**src/rtl/multicycle_ctrl_fsm.sv**
```systemverilog
// Multi-cycle control FSM for the ARM-subset datapath: fetch/decode/execute/writeback,
// load/store memory states with a request/ready handshake and timeout fault, and branch.
module multicycle_ctrl_fsm #(
    parameter int                  ALU_OP_W    = 4,
    parameter int                  SHIFT_OP_W  = 3,
    parameter logic [ALU_OP_W-1:0] ALU_ADD     = 4'b0100,
    parameter int                  MEM_TIMEOUT = 15
) (
    input  logic                  clk,
    input  logic                  Rst,
    input  logic                  isCondSatisfy,
    input  logic [1:0]            instr_class,
    input  logic                  TTCC,
    input  logic                  rm_imm_s,
    input  logic [1:0]            rs_imm_s,
    input  logic [SHIFT_OP_W-1:0] Shift_OP,
    input  logic [ALU_OP_W-1:0]   ALU_OP,
    input  logic                  S,
    input  logic                  mem_ready,
    output logic                  W_PC_EN,
    output logic                  W_IR_EN,
    output logic                  W_Reg,
    output logic                  LA,
    output logic                  LB,
    output logic                  LC,
    output logic                  LF,
    output logic                  LD,
    output logic                  S_ctrl,
    output logic                  rm_imm_s_ctrl,
    output logic [1:0]            rs_imm_s_ctrl,
    output logic [SHIFT_OP_W-1:0] shift_OP_ctrl,
    output logic [ALU_OP_W-1:0]   ALU_OP_ctrl,
    output logic                  Mem_Req,
    output logic                  Mem_Write,
    output logic                  Reg_Src_Mem,
    output logic                  PC_Src_ALU,
    output logic                  mem_fault,
    output logic [3:0]            state_o
);

    typedef enum logic [3:0] {
        IDLE   = 4'd0,
        FETCH  = 4'd1,
        DECODE = 4'd2,
        EXEC   = 4'd3,
        WB     = 4'd4,
        MADDR  = 4'd5,
        MREAD  = 4'd6,
        MWRITE = 4'd7,
        MWB    = 4'd8,
        BR     = 4'd9,
        FAULT  = 4'd15
    } state_e;

    localparam int CNT_W = (MEM_TIMEOUT > 0) ? $clog2(MEM_TIMEOUT + 1) : 1;

    state_e                 st_q, st_d;
    logic [CNT_W-1:0]       wait_cnt_q, wait_cnt_d;
    logic                   w_pc_en_q, w_pc_en_d;
    logic                   w_reg_q, w_reg_d;
    logic                   la_q, la_d;
    logic                   lb_q, lb_d;
    logic                   lc_q, lc_d;
    logic                   lf_q, lf_d;
    logic                   s_ctrl_q, s_ctrl_d;
    logic                   rm_imm_s_ctrl_q, rm_imm_s_ctrl_d;
    logic [1:0]             rs_imm_s_ctrl_q, rs_imm_s_ctrl_d;
    logic [SHIFT_OP_W-1:0]  shift_op_ctrl_q, shift_op_ctrl_d;
    logic [ALU_OP_W-1:0]    alu_op_ctrl_q, alu_op_ctrl_d;
    logic                   mem_req_q, mem_req_d;
    logic                   mem_write_q, mem_write_d;
    logic                   reg_src_mem_q, reg_src_mem_d;
    logic                   pc_src_alu_q, pc_src_alu_d;
    logic                   mem_fault_q, mem_fault_d;

    logic in_mem;
    logic timeout;

    assign in_mem  = (st_q == MREAD) || (st_q == MWRITE);
    // Fires on the last permitted non-ready cycle; a ready in that same cycle still completes.
    assign timeout = (MEM_TIMEOUT > 0) && (wait_cnt_q == CNT_W'(MEM_TIMEOUT - 1)) && !mem_ready;

    always_comb begin
        st_d = st_q;
        case (st_q)
            IDLE:    st_d = FETCH;
            FETCH:   st_d = isCondSatisfy ? DECODE : FETCH;
            DECODE: begin
                case (instr_class)
                    2'b00:   st_d = EXEC;
                    2'b11:   st_d = BR;
                    default: st_d = MADDR;
                endcase
            end
            EXEC:    st_d = TTCC ? FETCH : WB;
            WB:      st_d = FETCH;
            MADDR:   st_d = (instr_class == 2'b10) ? MWRITE : MREAD;
            MREAD:   st_d = mem_ready ? MWB : (timeout ? FAULT : MREAD);
            MWRITE:  st_d = mem_ready ? FETCH : (timeout ? FAULT : MWRITE);
            MWB:     st_d = FETCH;
            BR:      st_d = FETCH;
            FAULT:   st_d = FAULT;
            default: st_d = FETCH;
        endcase
    end

    always_comb begin
        wait_cnt_d = wait_cnt_q;
        if (((st_d == MREAD) || (st_d == MWRITE)) && !in_mem) begin
            wait_cnt_d = '0;
        end else if (in_mem && !mem_ready) begin
            wait_cnt_d = wait_cnt_q + 1'b1;
        end
    end

    // Enables are decoded from the upcoming state so they line up with state occupancy.
    always_comb begin
        w_pc_en_d       = 1'b0;
        w_reg_d         = 1'b0;
        la_d            = 1'b0;
        lb_d            = 1'b0;
        lc_d            = 1'b0;
        lf_d            = 1'b0;
        s_ctrl_d        = 1'b0;
        mem_req_d       = 1'b0;
        mem_write_d     = 1'b0;
        reg_src_mem_d   = 1'b0;
        pc_src_alu_d    = 1'b0;
        mem_fault_d     = 1'b0;
        rm_imm_s_ctrl_d = rm_imm_s_ctrl_q;
        rs_imm_s_ctrl_d = rs_imm_s_ctrl_q;
        shift_op_ctrl_d = shift_op_ctrl_q;
        alu_op_ctrl_d   = alu_op_ctrl_q;
        case (st_d)
            FETCH:  w_pc_en_d = 1'b1;
            DECODE: begin
                la_d = 1'b1;
                lb_d = 1'b1;
                lc_d = 1'b1;
            end
            EXEC: begin
                lf_d            = 1'b1;
                s_ctrl_d        = S;
                rm_imm_s_ctrl_d = rm_imm_s;
                rs_imm_s_ctrl_d = rs_imm_s;
                shift_op_ctrl_d = Shift_OP;
                alu_op_ctrl_d   = ALU_OP;
            end
            WB:     w_reg_d = 1'b1;
            MADDR: begin
                lf_d            = 1'b1;
                rm_imm_s_ctrl_d = rm_imm_s;
                rs_imm_s_ctrl_d = rs_imm_s;
                shift_op_ctrl_d = Shift_OP;
                alu_op_ctrl_d   = ALU_ADD;
            end
            MREAD:  mem_req_d = 1'b1;
            MWRITE: begin
                mem_req_d   = 1'b1;
                mem_write_d = 1'b1;
            end
            MWB: begin
                w_reg_d       = 1'b1;
                reg_src_mem_d = 1'b1;
            end
            BR: begin
                w_pc_en_d     = 1'b1;
                pc_src_alu_d  = 1'b1;
                lf_d          = 1'b1;
                alu_op_ctrl_d = ALU_ADD;
            end
            FAULT:  mem_fault_d = 1'b1;
            default: ;
        endcase
    end

    always_ff @(posedge clk or posedge Rst) begin
        if (Rst) begin
            st_q            <= IDLE;
            wait_cnt_q      <= '0;
            w_pc_en_q       <= 1'b0;
            w_reg_q         <= 1'b0;
            la_q            <= 1'b0;
            lb_q            <= 1'b0;
            lc_q            <= 1'b0;
            lf_q            <= 1'b0;
            s_ctrl_q        <= 1'b0;
            rm_imm_s_ctrl_q <= 1'b0;
            rs_imm_s_ctrl_q <= '0;
            shift_op_ctrl_q <= '0;
            alu_op_ctrl_q   <= '0;
            mem_req_q       <= 1'b0;
            mem_write_q     <= 1'b0;
            reg_src_mem_q   <= 1'b0;
            pc_src_alu_q    <= 1'b0;
            mem_fault_q     <= 1'b0;
        end else begin
            st_q            <= st_d;
            wait_cnt_q      <= wait_cnt_d;
            w_pc_en_q       <= w_pc_en_d;
            w_reg_q         <= w_reg_d;
            la_q            <= la_d;
            lb_q            <= lb_d;
            lc_q            <= lc_d;
            lf_q            <= lf_d;
            s_ctrl_q        <= s_ctrl_d;
            rm_imm_s_ctrl_q <= rm_imm_s_ctrl_d;
            rs_imm_s_ctrl_q <= rs_imm_s_ctrl_d;
            shift_op_ctrl_q <= shift_op_ctrl_d;
            alu_op_ctrl_q   <= alu_op_ctrl_d;
            mem_req_q       <= mem_req_d;
            mem_write_q     <= mem_write_d;
            reg_src_mem_q   <= reg_src_mem_d;
            pc_src_alu_q    <= pc_src_alu_d;
            mem_fault_q     <= mem_fault_d;
        end
    end

    // IR loads in the very FETCH cycle whose condition passes, i.e. the one that leaves FETCH.
    assign W_IR_EN       = (st_q == FETCH) && isCondSatisfy;
    assign LD            = (st_q == MREAD) && mem_ready;
    assign W_PC_EN       = w_pc_en_q;
    assign W_Reg         = w_reg_q;
    assign LA            = la_q;
    assign LB            = lb_q;
    assign LC            = lc_q;
    assign LF            = lf_q;
    assign S_ctrl        = s_ctrl_q;
    assign rm_imm_s_ctrl = rm_imm_s_ctrl_q;
    assign rs_imm_s_ctrl = rs_imm_s_ctrl_q;
    assign shift_OP_ctrl = shift_op_ctrl_q;
    assign ALU_OP_ctrl   = alu_op_ctrl_q;
    assign Mem_Req       = mem_req_q;
    assign Mem_Write     = mem_write_q;
    assign Reg_Src_Mem   = reg_src_mem_q;
    assign PC_Src_ALU    = pc_src_alu_q;
    assign mem_fault     = mem_fault_q;
    assign state_o       = st_q;

endmodule

```
**config.mk**
```make
export PLATFORM = sky130hd
export DESIGN_NAME = multicycle_ctrl_fsm
export DESIGN_NICKNAME = d
export VERILOG_FILES = /design/src/rtl/multicycle_ctrl_fsm.sv
export SDC_FILE = /design/constraint.sdc
export NUM_CORES = 1
export LEC_CHECK = 0
export CORE_MARGIN = 1.5
export CORE_UTILIZATION = 40
export CTS_BUF_LIST = sky130_fd_sc_hd__clkbuf_16
export DETAILED_ROUTE_END_ITERATION = 8
export DONT_BUFFER_PORTS = 1
export PLACE_DENSITY = 0.57
export SLEW_MARGIN = 20
export SYNTH_ARGS = -nofsm -noshare
export SYNTH_HDL_FRONTEND = slang
export SYNTH_SLANG_ARGS = --single-unit
```
**constraint.sdc**
```tcl
create_clock -name clk -period 1.99 [get_ports clk]
set_clock_uncertainty 0.1 [all_clocks]
set_input_delay 0.398 -clock clk [delete_from_list [all_inputs] [get_ports clk]]
set_output_delay 0.398 -clock clk [all_outputs]
set_load 0.01 [all_outputs]
```
==> summary.md <==
| Metric | Value |
|---|---|
| Syn Nets | 165 |
| Max Cap Viol | 0 |
| GRT Residual Overflow | 0 |
| Final Cycle Share | 101.7% |
| I/O pin total | 46 |
| Synth Area in Simple Gates | 23.17% |
| TritonCTS buffer count | 3 |
| Rel. slew slack | 76.29% |
| First-pass GRT wire length | 5761 um |
| Fin cells | 231 |
| Mux contribution to synthesized area | 7.171% |
| Yosys Warn Count | 0 |
| Routed WL per cell | 15.70 um |
| Critical path fanouts, max | 7 |
| Placed Instances | 216 |
| VDD IR max | 0.0007562 V |
| Total global routing track utilization | 17.72% |
| CTS root buf | clkbuf_16 |
| DP HPWL | 2582 um |
| Area after DPL | 0.001876 mm2 |
| Iteration-0 DRC Markers | 31 |
| Most common cell after layout, fill and taps aside | buf_4 |
| CP Data Required Time | 2.03 ns |
| Max Clock Freq | 494.1 MHz |
| Hold Path Depth | 2 |
| Clock network fraction of total power | 17.6% |
| Synth Register Bits | 28 |
| Starting Density | 42.41% |
| Synth Area in XOR/XNOR | 0% |
| Crit Path Category | flop to flop |
| RSZ-0062 raised after global routing | yes |
| Share of layout cells above drive strength 1 | 46.99% |
| Worst-Skew Late Latency | 0.26 ns |
| IO buf count | 0 |
| CTS sink count | 28 |
| Seq pwr share | 31.5% |
| Net Switching | 1.218 mW |
| Combinational share of power | 50.9% |
| Period minus WS final | 2.024 ns |
| Vias post-DR | 1,185 |
| PD cells | 1551 mW/mm2 |
| Worst Hold Class | primary input to flop |
| Clk pin slew, worst setup/hold paths | 0.07 ns |
| Leak Pwr | 0.9964 nW |
| Setup crit end kind | flop |
| Vias in the first global route | 1,149 |
| Reg2reg path depth | 9 |
| CTS H-tree depth | 1 |
| Net Sw Frac | 36.36% |
| Seq/Total Area, Yosys | 44.13% |
| Synth Area in Adders | 3.940% |
| Final Util | 57.69% |
| Area delta synth->final | 36.01% |
| Largest net degree at the start of global routing | 29 |
| Remaining DRCs | 0 |
| Setup TNS | -0.1551 ns |
| Core Area | 0.003744 mm2 |
| CTS Buffer Depth | 2 |
| ANT cells | 0 |
| Final hold violations | 0 |
| CTS tree | yes |
| Nets | 207 |
| Drt pass-1 iters | 4 |
| Most frequent cells in the layout | 40 x buf_4, 24 x dfrtp_1, 10 x nand2_1 |
| Worst-Margin Slew | 0.3557 ns |
| Final Total Pwr | 3.349 mW |
| Data arrival time of the critical path | 2.07 ns |
| Compound-Gate Fraction of Synth Area | 14.81% |
| Final setup fails | 6 |
| Mapped Area | 0.001588 mm2 |
| Largest family of logic cells by synthesized area | simple AND/OR/NAND/NOR gates |
| Final Slew Violations | 0 |
| Post-Route WL | 3626 um |
| Outcome | finished, violations left |
| Distinct cells, synth | 47 |
| Core Rows | 22 |
| Failing checks | negative setup slack |
| CP Launch Type | flop |
| Via density | 5.130 |
| Die H | 66.01 um |
| Routability cong. | 0.8047 |
| Int Pwr | 2.131 mW |
| Die Wd | 66.01 um |
| PnR worst setup slack | -0.03371 ns |
| Layout Cell Area excl Fill | 0.002160 mm2 |
| Antenna-violating nets left | 0 |
| Die ar. | 0.004357 mm2 |
| Initial antenna violation count | 0 |
| Syn_area_per_cell | 11.18 um2 |
| Mapped Cells | 142 |
==> repair_timing <==
item                                   CTS  global route
buffers inserted                         4             6
resized for setup                        6            14
pin swaps                                0             4
hold buffers                             1             0
setup endpoints to repair               11            16
endpoints found under the hold margin   16             0
==> flip-flops by register name, indices dropped and copies added (netlist names) <==
name / cells
S_ctrl: 1
LF: 1
wait_cnt_q: 4
state_o: 4
rm_imm_s_ctrl: 1
Mem_Req: 1
ALU_OP_ctrl: 4
rs_imm_s_ctrl: 2
Mem_Write: 1
shift_OP_ctrl: 3
W_Reg: 1
PC_Src_ALU: 1
mem_fault: 1
LC: 1
W_PC_EN: 1
Reg_Src_Mem: 1
==> kinds of logic after synthesis <==
family	count (synthesis)
multiplexers	8
flip-flops	28
AO/OA/AOI/OAI	25
AND/OR/NAND/NOR	57
adder cells (fa/ha/maj)	5
buffers and inverters	19
==> cell type report <==
type / instances / area, um2
inverters: 10 / 37.54
well taps: 48 / 60.06
clock inverters: 1 / 30.03
fillers: 336 / 1584
clock buffers: 3 / 75.07
repair buffers: 46 / 380.4
flip-flops and latches: 28 / 705.7
multi-input cells: 95 / 870.8
==> per-layer routing <==
| layer | share of wire (%) | GRT usage (%) | vias up |
|---|---|---|---|
| met1 | 43 | 23.29 | 583 |
| met2 | 52 | 29.42 | 21 |
| met4 | 0.50 | 4.592 | 0 |
| met5 | 0 | 0 | - |
| li1 | - | - | 579 |
| met3 | 4.2 | 4.089 | 2 |
==> metrics by stage <==
step / hold WS, ns / setup slack, ns
final: 0.1433 / -0.03371
after global routing: 0.1518 / -0.1262
after CTS: 0.1358 / -0.04675
after detailed placement: 0.2816 / -0.1198
after global placement: 0.2721 / -0.05255
after floorplan: 0.3633 / -0.06179
==> synthesized netlist by cell type (all sizes together) <==
master | n | share of area (%)
a211oi | 3 | 2.0
a21o | 3 | 1.4
a21oi | 4 | 1.3
a311o | 1 | 0.63
a31o | 1 | 0.55
a31oi | 1 | 0.79
and2 | 4 | 1.6
and2b | 1 | 0.47
and3b | 2 | 1.1
and4b | 1 | 0.63
buf | 8 | 4.2
clkbuf | 1 | 0.24
dfrtp | 28 | 44
ha | 5 | 3.9
inv | 10 | 2.4
mux2 | 6 | 5.7
mux2i | 2 | 1.5
nand2 | 10 | 2.4
nand2b | 3 | 1.2
nand3 | 5 | 1.6
nand3b | 3 | 2.2
nand4 | 1 | 0.39
nor2 | 8 | 2.5
nor2b | 1 | 0.39
nor3 | 7 | 2.9
nor3b | 5 | 2.4
nor4 | 1 | 1.3
nor4b | 1 | 0.55
o2111ai | 1 | 1.7
o211ai | 4 | 1.9
o21a | 1 | 0.47
o21ai | 3 | 0.95
o22ai | 1 | 0.39
o32ai | 1 | 1.7
o41ai | 1 | 1.0
or2 | 1 | 0.39
or3 | 3 | 1.2
==> worst paths after layout <==
kind                                         startpoint                            to  slack [ns]
max                                state_o[0]$_DFF_PP0_  rs_imm_s_ctrl[1]$_DFFE_PP0P_       -0.03
min                                                   S              S_ctrl$_DFF_PP0_        0.14
min reg2reg                shift_OP_ctrl[1]$_DFFE_PP0P_  shift_OP_ctrl[1]$_DFFE_PP0P_        0.49
max reg2reg                        state_o[0]$_DFF_PP0_  rs_imm_s_ctrl[1]$_DFFE_PP0P_       -0.03
max in group asynchronous                           Rst          state_o[1]$_DFF_PP0_        0.96
min in group asynchronous                           Rst     rm_imm_s_ctrl$_DFFE_PP0P_        0.54
==> critical path, cell delays in order, from the launching register on <==
cell,delay [ns]
dfrtp_2,0.40
buf_4,0.16
buf_4,0.13
o41ai_2,0.32
buf_4,0.19
nor2_4,0.04
inv_2,0.08
nor3_4,0.05
buf_12,0.14
mux2_4,0.29
==> power groups by stage <==
stage / combinational, mW / sequential [mW] / clock (mW)
2_1_floorplan: 1.01 / 0.999 / 0
3_3_place_gp: 1.39 / 1.09 / 0
3_5_place_dp: 1.42 / 1.10 / 0
4_1_cts: 1.51 / 1.08 / 0.611
5_1_grt: 1.85 / 1.08 / 0.635
6_report: 1.71 / 1.05 / 0.589
Note: power is estimated with default switching activity, not from simulation.
